===== config.mk =====
export PLATFORM = sky130hd
export DESIGN_NAME = alu_issue_stage
export DESIGN_NICKNAME = d
export VERILOG_FILES = /design/src/rtl/alu_pkg.sv /design/src/rtl/alu_flag_gen.sv /design/src/rtl/alu_issue_stage.sv
export SDC_FILE = /design/constraint.sdc
export NUM_CORES = 1
export LEC_CHECK = 0
export ABC_AREA = 1
export CORE_ASPECT_RATIO = 1.4
export CORE_MARGIN = 4
export CORE_UTILIZATION = 35
export CTS_BUF_LIST = sky130_fd_sc_hd__clkbuf_4
export CTS_CLUSTER_SIZE = 8
export DETAILED_ROUTE_END_ITERATION = 10
export GPL_TIMING_DRIVEN = 0
export PLACE_DENSITY = 0.74
export SLEW_MARGIN = 10
export SYNTH_ARGS = -nofsm -noshare
export SYNTH_HDL_FRONTEND = slang
export SYNTH_SLANG_ARGS = --single-unit

===== constraint.sdc =====
create_clock -name clk -period 4.1 [get_ports clk]
set_input_delay 1.23 -clock clk [delete_from_list [all_inputs] [get_ports clk]]
set_output_delay 1.23 -clock clk [all_outputs]
set_load 0.02 [all_outputs]

===== src/rtl/alu_pkg.sv =====
// Shared encodings for the ALU issue/writeback stage: function codes, ALU op pins,
// flag bit positions and the sequencing state type.
package alu_pkg;

    localparam logic [3:0] FUNC_AND = 4'b0000;
    localparam logic [3:0] FUNC_OR  = 4'b0001;
    localparam logic [3:0] FUNC_ADD = 4'b0010;
    localparam logic [3:0] FUNC_SUB = 4'b0110;
    localparam logic [3:0] FUNC_SLT = 4'b0111;

    // bit 2 inverts B, bits 1:0 select the slice output
    localparam logic [2:0] OP_AND  = 3'b000;
    localparam logic [2:0] OP_OR   = 3'b001;
    localparam logic [2:0] OP_ADD  = 3'b010;
    localparam logic [2:0] OP_SUB  = 3'b110;
    localparam logic [2:0] OP_LESS = 3'b111;

    localparam int FLAG_N = 3;
    localparam int FLAG_Z = 2;
    localparam int FLAG_C = 1;
    localparam int FLAG_V = 0;

    typedef enum logic [1:0] {
        IDLE = 2'd0,
        EXEC = 2'd1,
        SLT2 = 2'd2,
        DONE = 2'd3
    } state_t;

    function automatic logic func_legal(input logic [3:0] func);
        logic ok;
        ok = 1'b0;
        case (func)
            FUNC_AND, FUNC_OR, FUNC_ADD, FUNC_SUB, FUNC_SLT: ok = 1'b1;
            default: ok = 1'b0;
        endcase
        return ok;
    endfunction

    // SLT's first pass is a plain subtraction
    function automatic logic [2:0] func_to_op(input logic [3:0] func);
        logic [2:0] op;
        op = OP_AND;
        case (func)
            FUNC_OR:            op = OP_OR;
            FUNC_ADD:           op = OP_ADD;
            FUNC_SUB, FUNC_SLT: op = OP_SUB;
            default:            op = OP_AND;
        endcase
        return op;
    endfunction

endpackage


===== src/rtl/alu_flag_gen.sv =====
// Local N/Z/C/V generation for the pass that captures a result; also exposes the
// raw two's-complement overflow that the signed set-less-than decision needs.
module alu_flag_gen
    import alu_pkg::*;
#(
    parameter int WIDTH = 16
) (
    input  logic [WIDTH-1:0] a,
    input  logic [WIDTH-1:0] b,
    input  logic [3:0]       func,
    input  logic [WIDTH-1:0] alu_result,
    input  logic             alu_cout,
    input  logic             alu_zero,
    output logic [3:0]       flags,
    output logic             ovf
);

    logic sub_like;
    logic arith;
    logic b_msb;

    always_comb begin
        sub_like = (func == FUNC_SUB) || (func == FUNC_SLT);
        arith    = (func == FUNC_ADD) || (func == FUNC_SUB);
        b_msb    = sub_like ? ~b[WIDTH-1] : b[WIDTH-1];
        // alu_result carries the adder sum on every arithmetic pass
        ovf      = (a[WIDTH-1] == b_msb) && (alu_result[WIDTH-1] != a[WIDTH-1]);

        flags         = '0;
        flags[FLAG_Z] = alu_zero;
        if (func != FUNC_SLT) begin
            flags[FLAG_N] = alu_result[WIDTH-1];
        end
        if (arith) begin
            flags[FLAG_C] = alu_cout;
            flags[FLAG_V] = ovf;
        end
    end

endmodule


===== src/rtl/alu_issue_stage.sv =====
// Issue/writeback wrapper around the 16-bit ALU: registers one operation, sequences
// the ALU control pins (two passes for set-less-than) and returns result plus flags.
//
// state | meaning
// IDLE  | waiting for an operation, in_ready high
// EXEC  | first ALU pass on the latched operands
// SLT2  | second SLT pass, less bit fed into slice 0
// DONE  | result valid, held until out_ready
module alu_issue_stage
    import alu_pkg::*;
#(
    parameter bit SLT_SIGNED = 1'b1,
    parameter int WIDTH      = 16
) (
    input  logic             clk,
    input  logic             reset,
    input  logic             in_valid,
    output logic             in_ready,
    input  logic [WIDTH-1:0] in_a,
    input  logic [WIDTH-1:0] in_b,
    input  logic [3:0]       in_func,
    output logic             out_valid,
    input  logic             out_ready,
    output logic [WIDTH-1:0] out_result,
    output logic [3:0]       out_flags,
    output logic             out_err,
    output logic [WIDTH-1:0] alu_a,
    output logic [WIDTH-1:0] alu_b,
    output logic [2:0]       alu_op,
    output logic             alu_cin,
    output logic             alu_less,
    input  logic [WIDTH-1:0] alu_result,
    input  logic             alu_cout,
    input  logic             alu_set,
    input  logic             alu_zero
);

    state_t           state;
    state_t           state_nxt;
    logic [WIDTH-1:0] a_q;
    logic [WIDTH-1:0] b_q;
    logic [3:0]       func_q;
    logic             less_q;
    logic [WIDTH-1:0] result_q;
    logic [3:0]       flags_q;
    logic             err_q;

    logic             accept;
    logic             legal_in;
    logic             is_slt;
    logic [2:0]       exec_op;
    logic [3:0]       flags_c;
    logic             ovf_c;
    logic             less_c;

    assign in_ready   = (state == IDLE) || ((state == DONE) && out_ready);
    assign accept     = in_valid && in_ready;
    assign legal_in   = func_legal(in_func);
    assign is_slt     = (func_q == FUNC_SLT);
    assign exec_op    = func_to_op(func_q);

    assign out_valid  = (state == DONE);
    assign out_result = result_q;
    assign out_flags  = flags_q;
    assign out_err    = err_q;

    alu_flag_gen #(
        .WIDTH (WIDTH)
    ) u_flag_gen (
        .a          (a_q),
        .b          (b_q),
        .func       (func_q),
        .alu_result (alu_result),
        .alu_cout   (alu_cout),
        .alu_zero   (alu_zero),
        .flags      (flags_c),
        .ovf        (ovf_c)
    );

    // unsigned less-than is a borrow, i.e. no carry out of a + ~b + 1
    assign less_c = SLT_SIGNED ? (alu_set ^ ovf_c) : ~alu_cout;

    always_ff @(posedge clk) begin
        if (reset) begin
            state <= IDLE;
        end else begin
            state <= state_nxt;
        end
    end

    always_comb begin
        state_nxt = state;
        alu_a     = '0;
        alu_b     = '0;
        alu_op    = OP_AND;
        alu_cin   = 1'b0;
        alu_less  = 1'b0;
        case (state)
            IDLE: begin
                if (accept) begin
                    state_nxt = legal_in ? EXEC : DONE;
                end
            end
            EXEC: begin
                alu_a     = a_q;
                alu_b     = b_q;
                alu_op    = exec_op;
                alu_cin   = exec_op[2];
                state_nxt = is_slt ? SLT2 : DONE;
            end
            SLT2: begin
                alu_a     = a_q;
                alu_b     = b_q;
                alu_op    = OP_LESS;
                alu_cin   = 1'b1;
                alu_less  = less_q;
                state_nxt = DONE;
            end
            DONE: begin
                if (accept) begin
                    state_nxt = legal_in ? EXEC : DONE;
                end else if (out_ready) begin
                    state_nxt = IDLE;
                end
            end
            default: state_nxt = IDLE;
        endcase
    end

    always_ff @(posedge clk) begin
        if (reset) begin
            a_q      <= '0;
            b_q      <= '0;
            func_q   <= FUNC_AND;
            less_q   <= 1'b0;
            result_q <= '0;
            flags_q  <= '0;
            err_q    <= 1'b0;
        end else begin
            if (accept) begin
                a_q    <= in_a;
                b_q    <= in_b;
                func_q <= in_func;
                // illegal codes skip the ALU and complete with a zero result
                if (!legal_in) begin
                    result_q <= '0;
                    flags_q  <= '0;
                    err_q    <= 1'b1;
                end
            end
            if (state == EXEC) begin
                if (is_slt) begin
                    less_q <= less_c;
                end else begin
                    result_q <= alu_result;
                    flags_q  <= flags_c;
                    err_q    <= 1'b0;
                end
            end
            if (state == SLT2) begin
                result_q <= alu_result;
                flags_q  <= flags_c;
                err_q    <= 1'b0;
            end
        end
    end

endmodule


# Word level (Yosys, flattened, before mapping)
# Index checks and enable logic that the tools add are counted.
# op_classes
bitwise,2
mux,30
n_lt_le_gt_ge,0
add_sub_neg,0
div,0
n_mul,0
shift,0
n_eq_ne,16
reduce_logical,14
# ops
operator,count
two-way mux 16 bit,7
two-way mux 4 bit,5
equality test 4 x 3 -> 1 bit (second input constant),4
two-way mux 2 bit,5
two-way mux 1 bit,9
one-hot mux 3 bit (3 select lines),1
equality test 4 x 1 -> 1 bit (second input constant),2
equality test 4 x 2 -> 1 bit (second input constant),2
one-hot mux 2 bit (4 select lines),1
one-hot mux 3 bit (2 select lines),1
OR reduction 2 bit,3
OR reduction 5 bit,1
equality test 2 bit (second input constant),2
zero test 4 bit,1
!= test 4 x 3 -> 1 bit (second input constant),1
AND reduction 2 bit,2
logical AND 1 bit,3
logical OR 1 bit,3
!= test 3 x 1 -> 1 bit (second input constant),1
equality test 2 x 1 -> 1 bit (second input constant),1
zero test 2 bit,1
!= test 2 bit (second input constant),1
one-hot mux 1 bit (2 select lines),1
equality test 1 bit,1
3 further kinds,3
# totals
inputBits,59
latch_bits,0
elab_cells,70
regBits,60
rom_bits,0
mem_count,0
ramBits,0

# Logic depth before layout (Yosys ltp)
# Gate-level depths: netlist of run 1.
# depth
word_depth,9
depth_mapped,10

# By module
# From an unflattened synthesis of run 1, not the netlist that was laid out.
# unflattened
cells_unflattened,397
area_unflattened_um2,2807.7
# by_module_without_submodules
mod,seq_area_each_um2,area_per_inst_um2,cells_per_inst,n_inst
alu_issue_stage,1201.2,2697.6,378,1
alu_flag_gen,0.0,110.1,19,1

# Worst setup path after synthesis of run 1
# No wires, ideal clock.
# synth_timing
path_type,reg2out
from,register state[0]
to,output alu_op[1]
slack_ns,0.930
stages_incl_launch_ff,7
arrival_time_ns,1.940
path_cell_list,dfxtp_1 -> inv_1 -> ha_1 -> clkbuf_1 -> inv_1 -> a211oi_1 -> o21bai_1
# synth_between
elab_chain_len,2
# synth_rtl
element,line,text
"start, declared",alu_issue_stage.sv:38,state_t state;
"start signal, assigned",alu_issue_stage.sv:87,state <= state_nxt;
equality test 2 bit or equality test 2 x 1 -> 1 bit (tied branches),alu_issue_stage.sv:98,case (state)
one-hot mux 3 bit (2 select lines) *,alu_issue_stage.sv:98,
"end, declared",alu_issue_stage.sv:29,"output logic [2:0] alu_op,"
# Mark *: on every way between the ends. The rest lies on a longest branch, timed or not.

# Worst setup path after layout of run 1
# Same ends and word-level chain as after synthesis.

==> impl_metrics.prom, run 1 <==
# TYPE chip_impl_metric gauge
chip_impl_metric{name="stdcell_area",unit="sq mm"} 0.00424
chip_impl_metric{name="cts_hold_buffers",unit=""} 0
chip_impl_metric{name="routedWlPerCell",unit="um"} 12.4
chip_impl_metric{name="power_density",unit="mW/mm^2"} 651
chip_impl_metric{name="dpl_cell_area",unit="sq mm"} 0.00408
chip_impl_info{name="rr_startpoint",value="state[0]"} 1
chip_impl_metric{name="tritoncts.num_buffers",unit=""} 9
chip_impl_metric{name="fin_crit_sh",unit="%"} 92.4
chip_impl_metric{name="die-width",unit="um"} 83.2
chip_impl_metric{name="r2r_slack",unit="ns"} 2.27
chip_impl_info{name="worst_path_max_delay_cell",value="sky130_fd_sc_hd__clkdlybuf4s50_1"} 1
chip_impl_metric{name="drtIter0Drc",unit=""} 81
chip_impl_info{name="setup_crit_end",value="alu_op[1]"} 1
chip_impl_metric{name="synth_cell_type_count",unit=""} 27
chip_impl_metric{name="crit_path_max_incr_delay",unit="ns"} 0.64
chip_impl_metric{name="grt_start_max_net_pins",unit=""} 11
chip_impl_metric{name="starting_density_of_the_core",unit="%"} 35.8
chip_impl_metric{name="globalRouteTotalUtil",unit="%"} 17.0
chip_impl_metric{name="final.setup.tns",unit="ns"} 0
chip_impl_metric{name="number_of_vias_after_detailed_routing",unit=""} 2852
chip_impl_metric{name="n_antenna_cell",unit=""} 0
chip_impl_metric{name="synth-warning-count",unit=""} 0
chip_impl_metric{name="ctsHtreeMaxLevel",unit=""} 3
chip_impl_metric{name="std_cell_rows",unit=""} 38
chip_impl_metric{name="die_area",unit="sq mm"} 0.00943
chip_impl_info{name="tritoncts_clock_tree",value="yes"} 1
chip_impl_metric{name="p_leak",unit="nW"} 1.88
chip_impl_metric{name="worst_ep_required_time",unit="ns"} 2.87
chip_impl_info{name="path_cells",value="inv_1 -> ha_1 -> clkbuf_2 -> inv_1 -> a211oi_2 -> o21bai_1 -> clkdlybuf4s50_1"} 1
chip_impl_metric{name="worst_slew_margin_rel",unit="%"} 54.3
chip_impl_metric{name="grt_pass1_wl",unit="um"} 13100
chip_impl_metric{name="routed_wl",unit="um"} 7730
chip_impl_metric{name="post-route-min-period",unit="ns"} 3.79
chip_impl_info{name="worst_setup_path_end_kind",value="output port"} 1
chip_impl_metric{name="finalClockSkew",unit="ns"} 0.0168
chip_impl_metric{name="path_max_fanout",unit=""} 7
chip_impl_info{name="outcome",value="complete, no violations"} 1
chip_impl_metric{name="postSynthCellCount",unit=""} 388
chip_impl_metric{name="global_route.overflow_total",unit=""} 0
chip_impl_metric{name="tritoncts_num_sinks",unit=""} 60
chip_impl_info{name="grt_setup_unrepaired",value="no"} 1
chip_impl_metric{name="drt_first_pass_iters",unit=""} 4
chip_impl_metric{name="ys_seq_area_share",unit="%"} 43.3
chip_impl_metric{name="worst_ir_drop_vdd",unit="V"} 0.000306
chip_impl_metric{name="detailed_place_hpwl",unit="um"} 6040
chip_impl_metric{name="clkLatencyLatePin",unit="ns"} 0.40
chip_impl_metric{name="post-route-drc-count",unit=""} 0
chip_impl_info{name="startpoint_type",value="register"} 1
chip_impl_metric{name="routabilityCongestion",unit=""} 0.748
chip_impl_info{name="r2r_end",value="state[0]"} 1
chip_impl_info{name="critPathMostFrequentCell",value="sky130_fd_sc_hd__inv_1"} 1
chip_impl_metric{name="antenna_found_initial",unit=""} 0
chip_impl_metric{name="nets",unit=""} 581
chip_impl_metric{name="first_global_vias",unit=""} 2904
chip_impl_metric{name="synth-seq-cells",unit=""} 60
chip_impl_metric{name="synth.net_count",unit=""} 452
chip_impl_metric{name="setup_violation_total_in_the_final_timing_report",unit=""} 0
chip_impl_metric{name="slew_viol_final",unit=""} 0
chip_impl_metric{name="top_level_ports",unit=""} 119
chip_impl_metric{name="clock.fmax",unit="GHz"} 0.264
chip_impl_metric{name="drive_gt1_share",unit="%"} 10.5
chip_impl_metric{name="die_span_in_y",unit="um"} 113
chip_impl_info{name="clock-root-buffer",value="sky130_fd_sc_hd__clkbuf_4"} 1
chip_impl_metric{name="antenna_violation_net_count_after_detailed_routing",unit=""} 0
chip_impl_info{name="worst_setup_path_startpoint",value="state[0]"} 1
chip_impl_metric{name="ff2ff_path_depth",unit=""} 9
chip_impl_metric{name="clock_buffer_depth",unit=""} 2
chip_impl_info{name="worst_hold_path_type",value="reg -> reg"} 1
chip_impl_metric{name="maxCapViolations",unit=""} 0
chip_impl_metric{name="arrival",unit="ns"} 2.56
chip_impl_metric{name="worst_setup_hold_path_clk_slew",unit="ns"} 0.10
chip_impl_info{name="critPathKind",value="reg -> out"} 1
chip_impl_metric{name="coreArea",unit="sq mm"} 0.00775
chip_impl_metric{name="actual_transition_at_the_worst_max_transition_pin",unit="ns"} 0.685
chip_impl_metric{name="io_buffer_count",unit=""} 118
chip_impl_metric{name="layout-area-overhead-vs-synth",unit="%"} 53.0
chip_impl_metric{name="detail_route.vias_per_cell",unit=""} 4.59
chip_impl_metric{name="final_hold_vios",unit=""} 0
chip_impl_metric{name="synth_area_per_cell",unit="sq um"} 7.14
chip_impl_metric{name="synth.cell_area",unit="sq mm"} 0.00277
chip_impl_metric{name="hold_depth",unit=""} 2
chip_impl_metric{name="cts_setup_buffers",unit=""} 0
==> cell usage in the layout, fill, tap and decap left out, types with 3 or more instances in the layout <==
master                            count
sky130_fd_sc_hd__nand4_1              3
sky130_fd_sc_hd__nor2_1              76
sky130_fd_sc_hd__a21oi_1             18
sky130_fd_sc_hd__buf_2                4
sky130_fd_sc_hd__clkbuf_2             3
sky130_fd_sc_hd__o21ai_1              3
sky130_fd_sc_hd__clkbuf_1            11
sky130_fd_sc_hd__a21oi_2             10
sky130_fd_sc_hd__clkdlybuf4s50_1    118
sky130_fd_sc_hd__clkinv_2             3
sky130_fd_sc_hd__clkbuf_4            10
sky130_fd_sc_hd__nand3_1             18
sky130_fd_sc_hd__nand3_2             10
sky130_fd_sc_hd__nand2_2              3
sky130_fd_sc_hd__ha_1                 5
sky130_fd_sc_hd__buf_4                3
sky130_fd_sc_hd__o21ai_0             37
sky130_fd_sc_hd__nand2_1             63
sky130_fd_sc_hd__inv_1               48
sky130_fd_sc_hd__dfxtp_1             60
==> final cells by class <==
cell class	instances	area, sq um
buffer	23	130
clock buffer	10	75.1
clock inverter	6	78.8
fill	752	3510
inverter	51	196
multi-input combinational	254	1250
sequential	60	1200
tap	100	125
timing repair buffer	118	1180
==> layer usage <==
metal | up-vias | GRT usage [%] | wire (um)
met4 | 0 | 6.54 | 144
met3 | 13 | 5.46 | 518
met5 | - | 0 | 0
li1 | 1469 | - | -
met1 | 1277 | 17.8 | 3120
met2 | 93 | 31.2 | 3950
==> worst min path at each step <==
stage | from | end | slack, ns
final | out_result[11] | out_result[11] | 0.48
after floorplan | a_q[0] | a_q[0] | 0.45
after global placement | out_result[9] | out_result[9] | 0.46
after detailed placement | out_result[9] | out_result[9] | 0.46
after CTS | out_result[9] | out_result[9] | 0.48
after global routing | out_result[6] | out_result[6] | 0.50
==> critical path: cells and delay by family (launching register included) <==
family                     cells  cell delay, ns
AOI/OAI and AO/OA              2            0.46
adders and majority gates      1            0.28
buffers and inverters          4            1.02
DFF                            1            0.40
==> registers in the layout (all words and copies together), names as in the netlist <==
register / count
b_q: 16
out_flags: 4
state: 2
func_q: 4
out_err: 1
a_q: 16
less_q: 1
out_result: 16
==> cell families (layout without fill, tap and decap cells) <==
group | Yosys count | in the layout | share of synthesized area, %
simple gates | 177 | 177 | 28.0
buf+inv | 74 | 208 | 11.7
compound gates | 72 | 72 | 14.7
flops | 60 | 60 | 43.3
fa+ha+maj | 5 | 5 | 2.26
==> stage by stage <==
stage / std cells / total power, mW / util (%) / worst slack, ns / hold slack (ns)
floorplan: 388 / 1.75 / - / 0.930 / 0.455
global placement: 606 / 2.28 / 52.6 / 0.390 / 0.456
detailed placement: 606 / 2.32 / 52.6 / 0.389 / 0.464
CTS: 622 / 2.78 / 54.6 / 0.0417 / 0.480
global route: 622 / 2.97 / 54.7 / 0.141 / 0.502
finish: 622 / 2.76 / 54.7 / 0.312 / 0.476
==> power by group <==
group	switching [mW]	internal, mW	total (mW)
Clock	0.211	0.249	0.460
Sequential	0.109	0.761	0.870
Combinational	0.829	0.601	1.43
Total	1.15	1.61	2.76
==> repair_timing <==
item | 4_1_cts | 5_1_grt
endpoints found under the setup margin | 0 | 3
hold endpoints to repair | 0 | 0
resized for setup | 0 | 5
==> cell usage after synthesis, drive strengths merged <==
master	count	area share, %
nor2	76	10
a21oi	28	6.4
o21ai	40	7.2
a211oi	1	0.27
buf	9	2.7
clkinv	1	0.32
dfxtp	60	43
nand3	28	6.9
o22ai	1	0.23
ha	5	2.3
nand4	3	0.68
clkbuf	14	1.9
nor3	2	0.36
o21bai	2	0.54
nand2	67	9.6
inv	50	6.8
or2	1	0.23
No activity file was read; power rests on OpenSTA's default activity.
==> run 2: changes to the inputs <==
--- a/config.mk
+++ b/config.mk
@@ -5,15 +5,14 @@
 export SDC_FILE = /design/constraint.sdc
 export NUM_CORES = 1
 export LEC_CHECK = 0
-export ABC_AREA = 1
 export CORE_ASPECT_RATIO = 1.4
 export CORE_MARGIN = 4
-export CORE_UTILIZATION = 35
+export CORE_UTILIZATION = 40
 export CTS_BUF_LIST = sky130_fd_sc_hd__clkbuf_4
 export CTS_CLUSTER_SIZE = 8
 export DETAILED_ROUTE_END_ITERATION = 10
 export GPL_TIMING_DRIVEN = 0
-export PLACE_DENSITY = 0.74
+export PLACE_DENSITY = 0.84
 export SLEW_MARGIN = 10
 export SYNTH_ARGS = -nofsm -noshare
 export SYNTH_HDL_FRONTEND = slang
==> run 2 against run 1 <==
Compared with the run above: clock power increased by 13%; clock skew decreased by 0.0081 ns; synthesized cell count decreased by 24%; non-clock buffer count decreased by 5; sequential power decreased by 9.8%; critical path depth decreased by 4; global-route usage increased by 1.3 points; fmax decreased by 0.37%; hold slack got worse by 0.023 ns; largest cell class unchanged; highest routed layer unchanged.
==> impl_metrics.prom, run 2 <==
# TYPE chip_impl_metric gauge
chip_impl_info{name="outcome",value="complete, no violations"} 1
chip_impl_metric{name="coreArea",unit="sq mm"} 0.00617
chip_impl_metric{name="routed_wl",unit="um"} 6760
chip_impl_metric{name="synth_area_per_cell",unit="sq um"} 8.59
chip_impl_metric{name="first_global_vias",unit=""} 2416
chip_impl_metric{name="synth_cell_type_count",unit=""} 32
chip_impl_metric{name="detail_route.vias_per_cell",unit=""} 5.00
chip_impl_metric{name="grt_pass1_wl",unit="um"} 10800
chip_impl_metric{name="internal_power_contribution",unit="mW"} 1.52
chip_impl_metric{name="path_max_fanout",unit=""} 5
chip_impl_metric{name="post-route-min-period",unit="ns"} 3.80
chip_impl_info{name="startpoint_type",value="input pin"} 1
chip_impl_metric{name="number_of_vias_after_detailed_routing",unit=""} 2501
chip_impl_info{name="cell_taking_the_most_area_after_synthesis",value="sky130_fd_sc_hd__dfxtp_1"} 1
chip_impl_metric{name="non_filler_instance_count_after_layout",unit=""} 500
chip_impl_info{name="netlist_top_cells_count",value="sky130_fd_sc_hd__nand2_1, sky130_fd_sc_hd__dfxtp_1, sky130_fd_sc_hd__a21oi_1"} 1
chip_impl_metric{name="fin_crit_sh",unit="%"} 92.7
chip_impl_metric{name="ff2ff_path_depth",unit=""} 6
chip_impl_metric{name="synthArstFlopShare",unit="%"} 0
chip_impl_metric{name="top_level_ports",unit=""} 119
chip_impl_info{name="ys_dominant_reg_cell",value="sky130_fd_sc_hd__dfxtp_1"} 1
chip_impl_metric{name="synth-edff-count",unit=""} 0
chip_impl_metric{name="report.power.total",unit="mW"} 2.41
chip_impl_info{name="clock-root-buffer",value="sky130_fd_sc_hd__clkbuf_4"} 1
chip_impl_metric{name="synth.net_count",unit=""} 359
chip_impl_info{name="critPathKind",value="in -> out"} 1
chip_impl_metric{name="yosysTopAreaCellShare",unit="%"} 47.4
chip_impl_metric{name="clock.fmax",unit="GHz"} 0.263
chip_impl_info{name="r2r_end",value="out_result[12]"} 1
chip_impl_metric{name="r2r_slack",unit="ns"} 2.10
chip_impl_info{name="yosys-top-cells-area",value="sky130_fd_sc_hd__dfxtp_1, sky130_fd_sc_hd__nand2_1, sky130_fd_sc_hd__and2_1"} 1
chip_impl_metric{name="clkLatencyLatePin",unit="ns"} 0.39
chip_impl_metric{name="finalClockSkew",unit="ns"} 0.00876
chip_impl_metric{name="synth.cell_area",unit="sq mm"} 0.00253
chip_impl_metric{name="power_frac_seq",unit="%"} 32.6
chip_impl_metric{name="global_route.overflow_total",unit=""} 0
chip_impl_metric{name="antenna_found_initial",unit=""} 0
chip_impl_metric{name="layout-area-overhead-vs-synth",unit="%"} 56.8
chip_impl_metric{name="final_hold_vios",unit=""} 0
chip_impl_metric{name="post-route-drc-count",unit=""} 0
chip_impl_metric{name="die_span_in_y",unit="um"} 102
chip_impl_metric{name="arrival",unit="ns"} 2.57
chip_impl_info{name="layout_common_cells",value="sky130_fd_sc_hd__clkdlybuf4s50_1, sky130_fd_sc_hd__nand2_1, sky130_fd_sc_hd__dfxtp_1, sky130_fd_sc_hd__a21oi_1, sky130_fd_sc_hd__and2_1"} 1
chip_impl_metric{name="count_of_placed_standard_cells_including_taps",unit=""} 484
chip_impl_metric{name="tritoncts_num_sinks",unit=""} 60
chip_impl_metric{name="drtIter0Drc",unit=""} 73
chip_impl_info{name="worst_setup_path_end_kind",value="output port"} 1
chip_impl_metric{name="routedWlPerCell",unit="um"} 13.5
chip_impl_info{name="layout.cells.most_common",value="sky130_fd_sc_hd__clkdlybuf4s50_1"} 1
chip_impl_metric{name="timing.final.ws_setup",unit="ns"} 0.298
chip_impl_info{name="grt_setup_unrepaired",value="no"} 1
chip_impl_metric{name="drive_gt1_share",unit="%"} 7.24
chip_impl_metric{name="die_area",unit="sq mm"} 0.00769
chip_impl_metric{name="worst_ir_drop_vdd",unit="V"} 0.000303
chip_impl_metric{name="drt_first_pass_iters",unit=""} 4
chip_impl_metric{name="power_switching_share",unit="%"} 36.9
chip_impl_info{name="worst_hold_path_type",value="reg -> reg"} 1
chip_impl_metric{name="die-width",unit="um"} 75.3
chip_impl_metric{name="cts_setup_buffers",unit=""} 0
chip_impl_metric{name="antenna_violation_net_count_after_detailed_routing",unit=""} 0
chip_impl_metric{name="cts_hold_buffers",unit=""} 0
chip_impl_metric{name="nets",unit=""} 487
chip_impl_metric{name="worst_setup_hold_path_clk_slew",unit="ns"} 0.09
chip_impl_metric{name="final.setup.tns",unit="ns"} 0
chip_impl_metric{name="grt_start_max_net_pins",unit=""} 11
chip_impl_metric{name="synth-warning-count",unit=""} 0
chip_impl_metric{name="postSynthCellCount",unit=""} 295
chip_impl_metric{name="clock_buffer_depth",unit=""} 2
chip_impl_metric{name="post-place-ws",unit="ns"} 0.301
chip_impl_metric{name="p_leak",unit="nW"} 1.53
chip_impl_metric{name="hold_depth",unit=""} 2
chip_impl_metric{name="power.share.clock",unit="%"} 21.5
chip_impl_metric{name="tritoncts.num_buffers",unit=""} 9
chip_impl_metric{name="relative_contribution_of_combinational_cells_to_total_power",unit="%"} 45.9
chip_impl_metric{name="ys_seq_area_share",unit="%"} 47.4
chip_impl_info{name="hold_end",value="a_q[8]"} 1
chip_impl_metric{name="worst_slew_margin_rel",unit="%"} 56.5
chip_impl_metric{name="globalRouteTotalUtil",unit="%"} 18.3
chip_impl_metric{name="routabilityCongestion",unit=""} 0.715
chip_impl_metric{name="detailed_place_hpwl",unit="um"} 5220
chip_impl_info{name="tritoncts_clock_tree",value="yes"} 1
chip_impl_metric{name="n_antenna_cell",unit=""} 0
chip_impl_info{name="timing.hold.worst.start",value="a_q[8]"} 1
chip_impl_metric{name="power_density",unit="mW/mm^2"} 607
chip_impl_info{name="rr_startpoint",value="state[1]"} 1
chip_impl_metric{name="starting_density_of_the_core",unit="%"} 41.1
chip_impl_metric{name="slew_viol_final",unit=""} 0
chip_impl_metric{name="maxCapViolations",unit=""} 0
chip_impl_metric{name="io_buffer_count",unit=""} 117
chip_impl_metric{name="ctsHtreeMaxLevel",unit=""} 3
chip_impl_metric{name="std_cell_rows",unit=""} 34
chip_impl_metric{name="cts_resized",unit=""} 0
chip_impl_metric{name="synth-seq-cells",unit=""} 60
chip_impl_metric{name="worst_ep_required_time",unit="ns"} 2.87
chip_impl_info{name="synthMostInstantiatedCell",value="sky130_fd_sc_hd__nand2_1"} 1
chip_impl_metric{name="setup_violation_total_in_the_final_timing_report",unit=""} 0
chip_impl_metric{name="actual_transition_at_the_worst_max_transition_pin",unit="ns"} 0.651
chip_impl_metric{name="power.net_switching",unit="mW"} 0.891
-- run 2: final cells by class --
| class | instances | area (sq um) |
|---|---|---|
| fillers | 540 | 2190 |
| multi-input cells | 211 | 1230 |
| flip-flops and latches | 60 | 1200 |
| repair buffers | 117 | 1170 |
| clock inverters | 6 | 103 |
| well taps | 72 | 90.1 |
| plain buffers | 19 | 86.3 |
| clock buffers | 10 | 75.1 |
| inverters | 5 | 18.8 |
-- run 2: worst max-delay path by stage --
stage	from	to	slack [ns]	depth (start not counted)
floorplan	out_ready	in_ready	1.38	1
global placement	out_ready	in_ready	0.31	3
detailed placement	out_ready	in_ready	0.30	3
CTS	out_ready	in_ready	0.29	3
global route	state[0]	alu_op[0]	0.16	6
finish	out_ready	in_ready	0.30	3
-- run 2: power groups by stage --
stage	combinational (mW)	sequential [mW]	clock [mW]
6_report	1.11	0.785	0.519
3_5_place_dp	1.12	0.800	0
3_3_place_gp	1.11	0.792	0
5_1_grt	1.22	0.805	0.556
4_1_cts	1.12	0.786	0.531
2_1_floorplan	0.588	0.860	0
-- run 2: metrics by stage --
| stage | utilization, % | hold WS [ns] | area [sq um] |
|---|---|---|---|
| floorplan | - | 0.432 | 2530 |
| global placement | 61.5 | 0.437 | 3800 |
| detailed placement | 61.5 | 0.442 | 3800 |
| CTS | 64.4 | 0.457 | 3970 |
| global route | 64.4 | 0.473 | 3970 |
| finish | 64.4 | 0.454 | 3970 |
-- run 2: worst max-delay path: stages --
cell and delay (ns):
sky130_fd_sc_hd__clkdlybuf4s50_1 0.48, sky130_fd_sc_hd__a21o_1 0.21, sky130_fd_sc_hd__clkdlybuf4s50_1 0.65
-- run 2: metal layers --
layer / share of wire (%) / global-route usage, %
met4: 2.4 / 8.48
met5: 0 / 0
met2: 49 / 31.6
met3: 10 / 5.31
met1: 38 / 20.1
-- run 2: cells by family (layout without fill, tap and decap cells) --
logic type / after synthesis / count (layout) / share of synthesized area, %
compound gates: 70 / 70 / 19.1
fa+ha+maj: 5 / 5 / 2.47
buf+inv: 24 / 157 / 4.15
flops: 60 / 60 / 47.4
mux: 2 / 2 / 0.790
simple gates: 134 / 134 / 26.1
